<file path="config.mk">
export PLATFORM = sky130hd
export DESIGN_NAME = comp_seq_ctrl
export DESIGN_NICKNAME = d
export VERILOG_FILES = /design/src/rtl/comp_seq_ctrl.sv
export SDC_FILE = /design/constraint.sdc
export NUM_CORES = 1
export LEC_CHECK = 0
export BUFFER_PORTS_ARGS = -buffer_cell sky130_fd_sc_hd__buf_2
export CORE_MARGIN = 4
export CORE_UTILIZATION = 25
export DETAILED_ROUTE_END_ITERATION = 12
export SYNTH_ARGS = -nofsm -noshare
export SYNTH_HDL_FRONTEND = slang
export SYNTH_SLANG_ARGS = --single-unit
</file>
<file path="constraint.sdc">
create_clock -name clock -period 3.4 [get_ports clock]
set_clock_uncertainty 0.2 [all_clocks]
set_input_delay 0.68 -clock clock [delete_from_list [all_inputs] [get_ports clock]]
set_output_delay 0.68 -clock clock [all_outputs]
set_load 0.02 [all_outputs]
</file>
<file path="src/rtl/comp_seq_ctrl.sv">
`timescale 1ns/1ps
// comp_2 -- one 2-bit slice of the magnitude-compare cascade.
//   A, B   : 2-bit operand slice
//   EQ1    : all more-significant pairs were equal
//   GT1    : A was already greater on the more-significant pairs
//   EQ0    : equality carried through this slice
//   GT0    : greater-than carried through this slice
module comp_2 (
  input  logic [1:0] A,
  input  logic [1:0] B,
  input  logic       EQ1,
  input  logic       GT1,
  output logic       EQ0,
  output logic       GT0
);

  always_comb begin
    EQ0 = EQ1 & (A == B);
    GT0 = GT1 | (EQ1 & (A > B));
  end

endmodule

// comp_seq_ctrl -- sequential magnitude comparator.
// Walks one comp_2 slice across a WIDTH-bit operand pair, two bits per
// cycle from the MSB pair down, and stops as soon as a pair differs.
//   clock, reset  : single clock, synchronous active-high reset
//   start         : request a compare (taken in IDLE or DONE only)
//   is_signed     : two's-complement compare when 1, sampled with start
//   data_A/data_B : operands, sampled with start
//   busy          : high while the slice walk is in progress
//   ready         : one-cycle pulse when the result registers update
//   isEqual/isGreaterThan/isLessThan : registered one-hot result
// WIDTH must be even and at least 2.
module comp_seq_ctrl #(
  parameter int WIDTH = 32
) (
  input  logic             clock,
  input  logic             reset,
  input  logic             start,
  input  logic             is_signed,
  input  logic [WIDTH-1:0] data_A,
  input  logic [WIDTH-1:0] data_B,
  output logic             busy,
  output logic             ready,
  output logic             isEqual,
  output logic             isGreaterThan,
  output logic             isLessThan
);

  localparam int N  = WIDTH / 2;
  localparam int KW = (N > 1) ? $clog2(N) : 1;

  typedef enum logic [1:0] {
    IDLE,
    RUN,
    DONE
  } state_t;

  state_t           state;
  state_t           state_nx;
  logic [WIDTH-1:0] a_r;
  logic [WIDTH-1:0] b_r;
  logic [KW-1:0]    k;
  logic             eq_r;
  logic             gt_r;
  logic [1:0]       sa;
  logic [1:0]       sb;
  logic             eq0;
  logic             gt0;
  logic             accept;
  logic             finish;
  logic [WIDTH-1:0] sign_fix;

  // Flipping the sign bit of both operands maps two's-complement order
  // onto unsigned order, so the slice chain itself stays unsigned.
  always_comb begin
    sign_fix          = '0;
    sign_fix[WIDTH-1] = is_signed;
  end

  // Select the operand pair at index k.
  always_comb begin
    sa = '0;
    sb = '0;
    for (int unsigned i = 0; i < N; i++) begin
      if (k == KW'(i)) begin
        sa = a_r[2*i +: 2];
        sb = b_r[2*i +: 2];
      end
    end
  end

  comp_2 u_slice (
    .A   (sa),
    .B   (sb),
    .EQ1 (eq_r),
    .GT1 (gt_r),
    .EQ0 (eq0),
    .GT0 (gt0)
  );

  // Next state, handshake strobes and status outputs.
  always_comb begin
    state_nx = state;
    accept   = 1'b0;
    finish   = 1'b0;
    busy     = 1'b0;
    ready    = 1'b0;
    case (state)
      IDLE: begin
        if (start) begin
          accept   = 1'b1;
          state_nx = RUN;
        end
      end
      RUN: begin
        busy = 1'b1;
        // Once EQ0 drops the cascade can no longer change, so the
        // remaining lower pairs are skipped.
        if ((k == '0) || !eq0) begin
          finish   = 1'b1;
          state_nx = DONE;
        end
      end
      DONE: begin
        ready = 1'b1;
        if (start) begin
          accept   = 1'b1;
          state_nx = RUN;
        end else begin
          state_nx = IDLE;
        end
      end
      default: state_nx = IDLE;
    endcase
  end

  always_ff @(posedge clock) begin
    if (reset) begin
      state         <= IDLE;
      a_r           <= '0;
      b_r           <= '0;
      k             <= '0;
      eq_r          <= 1'b0;
      gt_r          <= 1'b0;
      isEqual       <= 1'b0;
      isGreaterThan <= 1'b0;
      isLessThan    <= 1'b0;
    end else begin
      state <= state_nx;
      if (accept) begin
        a_r  <= data_A ^ sign_fix;
        b_r  <= data_B ^ sign_fix;
        eq_r <= 1'b1;
        gt_r <= 1'b0;
        k    <= KW'(N - 1);
      end else if (state == RUN) begin
        eq_r <= eq0;
        gt_r <= gt0;
        if (finish) begin
          isEqual       <= eq0;
          isGreaterThan <= gt0;
          isLessThan    <= ~eq0 & ~gt0;
        end else begin
          k <= k - 1'b1;
        end
      end
    end
  end

endmodule

</file>
==> out/results.txt <==
The run finished with clean final reports. In the final design database the tool counted 623 nets. Counting I/O delays and the setup requirement, the final critical path takes 3168 ps. The maximum cell stage delay along the critical path came out at 310 ps.

After synthesis, the mean cell area works out to 7.469 µm². TritonCTS built the clock tree. Buffering stage count on the worst path with inverters included: 3. The multi-input combinational cells in the finished layout cover a total of 0.001934 mm².

The horizontal extent of the die works out to 128.7 µm. In this run, post-CTS hold repair placed 0 buffers. Synthesis inferred 75 register bits.

For the pin with the worst max-slew slack, the measured transition is 716.4 ps. The wire-length estimate of the detail-placed layout is 7872 µm. Setup violations remaining at the end of the flow were counted as 0. For the worst setup path, the data required time is 3400 ps. Dividing total power by cell area gives a power density of 521.3 mW/mm². The worst setup path is captured at a flop. Final hold analysis gives a worst-case slack of 253.5 ps.

The number of gates on the worst path with buffers counted is 15. The portion of synthesized cell area occupied by the leading cell type works out to 41.19%. For this design, the slowest cell found on the critical path is dfxtp_1.

The number of I/O port buffers is 72. The total count of hold-check failures in the final report is 0, and the data arrival time at the worst-slack endpoint is 3170 ps. The critical path starts at k[0]. The floorplan has 43 rows. For this configuration, the core starts out at a cell density of 25.86%. For the post-synthesis cell area, the log shows 0.003645 mm².

The min-delay analysis places its worst path in the category flop to flop. The worst register-to-register path has a setup slack of 230 ps. In this run the critical register-to-register path is captured at isLessThan.

For this run, the total global-route usage over all layers was measured as 12.54%. The clock passes through at most 2 buffers. For the warning count from the yosys run, the log shows 0. In the synthesized netlist the async set-or-reset flop fraction comes to 0%. The tools report the instance area after placement as 0.004185 mm². Maximum clock frequency: 315.7 MHz. The largest net degree at the start of global routing is 38, and the height of the die is 128.7 µm. The wire length of the first global-routing pass was 16730 µm; the clock edge transition at the registers on the reported setup and hold paths was 50 ps. For this run, the leading register cell type out of synthesis is dfxtp_1. The worst setup path is launched from a flop. During I/O placement, the number of pins put on the boundary was 73. The number of diodes added for antenna fixing was 0; the layout overhead on the synthesized area was 23.52%. The maximum fanout along the worst path is 11. The number of antenna violations at the first check in global routing was 0; the share of post-route cells with drive strength above 1 was 22.06%.

The logs give 3403 for the via count of the first global-routing pass and 0.01410 mm² for the core box area. Fill cells in the final layout number 1548. The vias per cell came out at 4.759. The worst-case IR drop observed on VDD is 0.1974 mV.

For the level count of the clock H-tree, the log shows 3. When the netlist entered floorplanning its net count stood at 562. The cell type group with the largest total delay on the critical path was compound AO/OA/AOI/OAI gates. The die covers 0.01658 mm².

The number of antenna-violating nets in the routed design was 0; the number of distinct library cells after synthesis was 57. The biggest area contributor in the post-synthesis netlist is dfxtp_1. By area the synthesized netlist is led by dfxtp_1, nand2_1, a21oi_1. At the end of routability-driven placement, the weighted congestion stood at 0.8761.

The startpoint identified for the worst register-to-register timing path is k[0]. For the total number of clock tree sinks, the log shows 75. The most critical setup path has its endpoint at isLessThan.

In the final routed layout, each cell accounts on average for 14.03 µm. The synthesized design contains 0 enable-type register cells. The tools report the leakage power of the design as 0.001784 µW. For this run the aggregate overflow at the end of global routing stands at 0.

The worst register-to-register path has a depth of 15. For the number of iterations in the first detailed-routing pass, the log shows 4. The logs give 0 for the total DRC errors in the routed layout and 0.001503 mm² for the sequential cell area. The number of clock buffers inserted by TritonCTS is 9. At the later pin of the worst-skew pair, clock insertion delay measures 330 ps. The share of the Yosys chip area taken by registers is 41.19%. The tools report the buffer type at the clock tree root as clkbuf_16.

The total negative setup slack came out at 0 ps. The first routing iteration left 258 violations. After layout, the worst path uses 93.17% of the clock period. The cell repeated most along the worst path is buf_4. Walking the worst path, the cells encountered are buf_4, ha_1, buf_4, nor3b_1, a311oi_1, a31oi_1, nor4_2, o31ai_1, ha_1, nand3_1, a21oi_2, buf_4, nand2b_1, a22oi_1, nor2_1.

Measured against its own limit, the worst slew margin works out to 52.24%. The count of vias placed by the detailed router was 3488. Ranked by instance count, the synthesized netlist is headed by nand2_1, a21oi_1, dfxtp_1.

The run gives 488 as the synthesized instance count. The worst setup path is of the flop to flop kind. In the post-synthesis netlist, the cell with the most instances is nand2_1. The detailed-route wire length is 10280 µm. For the number of pins exceeding their max-slew limit in the final report, the log shows 0. At the end of the flow the core is filled with cells to 31.94%. The max-cap check violation count is 0.

After routing the design area is 0.004502 mm².
[layout by cell type, fill, tap and decap left out, types with 4 or more instances in the layout]
cell type	count
o211ai_1	4
nor3_1	7
a31oi_1	5
a211oi_1	11
a21oi_1	81
o21ai_0	8
buf_4	19
dfxtp_1	74
nand2b_1	4
nor2b_1	8
nand2_1	145
buf_2	72
inv_1	9
nor2_1	17
clkbuf_16	9
[worst min path at each step]
| stage | start | endpoint | cells past startpoint |
|---|---|---|---|
| after floorplan | a_r[15] | a_r[15] | 2 |
| after global placement | b_r[20] | b_r[20] | 2 |
| after detailed placement | a_r[15] | a_r[15] | 2 |
| after CTS | a_r[15] | a_r[15] | 2 |
| after global routing | a_r[12] | a_r[12] | 2 |
| final | a_r[15] | a_r[15] | 2 |
[metrics by stage]
step | std cells | setup WS (ps) | power, µW
2_1_floorplan | 488 | 458.7 | 1288
3_3_place_gp | 718 | 217.0 | 1421
3_5_place_dp | 718 | 79.15 | 1430
4_1_cts | 733 | 59.13 | 2367
5_1_grt | 733 | -10.12 | 2472
6_report | 733 | 232.3 | 2347
[metal layers]
metal | up-vias | GRT usage (%) | part of all wire, %
li1 | 1784 | - | -
met1 | 1605 | 16.29 | 46
met2 | 85 | 20.46 | 47
met3 | 14 | 2.947 | 5.4
met4 | 0 | 4.262 | 1.6
met5 | - | 0 | 0
[sequential cells by signal, summed over array words and instances, names as in the netlist]
signal and count:
isGreaterThan 1, state 2, isLessThan 1, eq_r 1, b_r 32, isEqual 1, gt_r 1, k 4
a_r 32
[what timing repair did]
action                                  4_1_cts  5_1_grt
buffers inserted                              0        0
endpoints found under the setup margin        0        8
resized for setup                             0        8
[cell families after synthesis]
family          after synthesis  synth area share [%]
xor+xnor                      3                0.7210
buf+inv                      52                 6.557
compound gates              142                 23.76
fa+ha+maj                     6                 2.060
flops                        75                 41.19
mux                           1                0.2746
simple gates                209                 25.44
[worst reg2reg max path, stage by stage, from the launching register on]
cell and delay, ps:
dfxtp_1 310, buf_4 150, ha_1 270, buf_4 210
nor3b_1 220, a311oi_1 80, a31oi_1 260, nor4_2 60
o31ai_1 270, ha_1 310, nand3_1 130, a21oi_2 50
buf_4 140, nand2b_1 150, a22oi_1 200, nor2_1 50
[cell type report]
class / count / share of cell area, %
Timing Repair Buffer: 91 / 11.17
Sequential cell: 75 / 33.38
Clock inverter: 2 / 0.7782
Tap cell: 180 / 5.003
Clock buffer: 13 / 5.781
Multi-Input combinational cell: 361 / 42.97
Inverter: 11 / 0.9172
[where the power goes]
part	internal [µW]	switching (µW)	leakage [µW]
Clock	603	328	0.000146
Sequential	938	43.7	0.000618
Combinational	183	250	0.00102
Power figures use the tool's default switching activity.
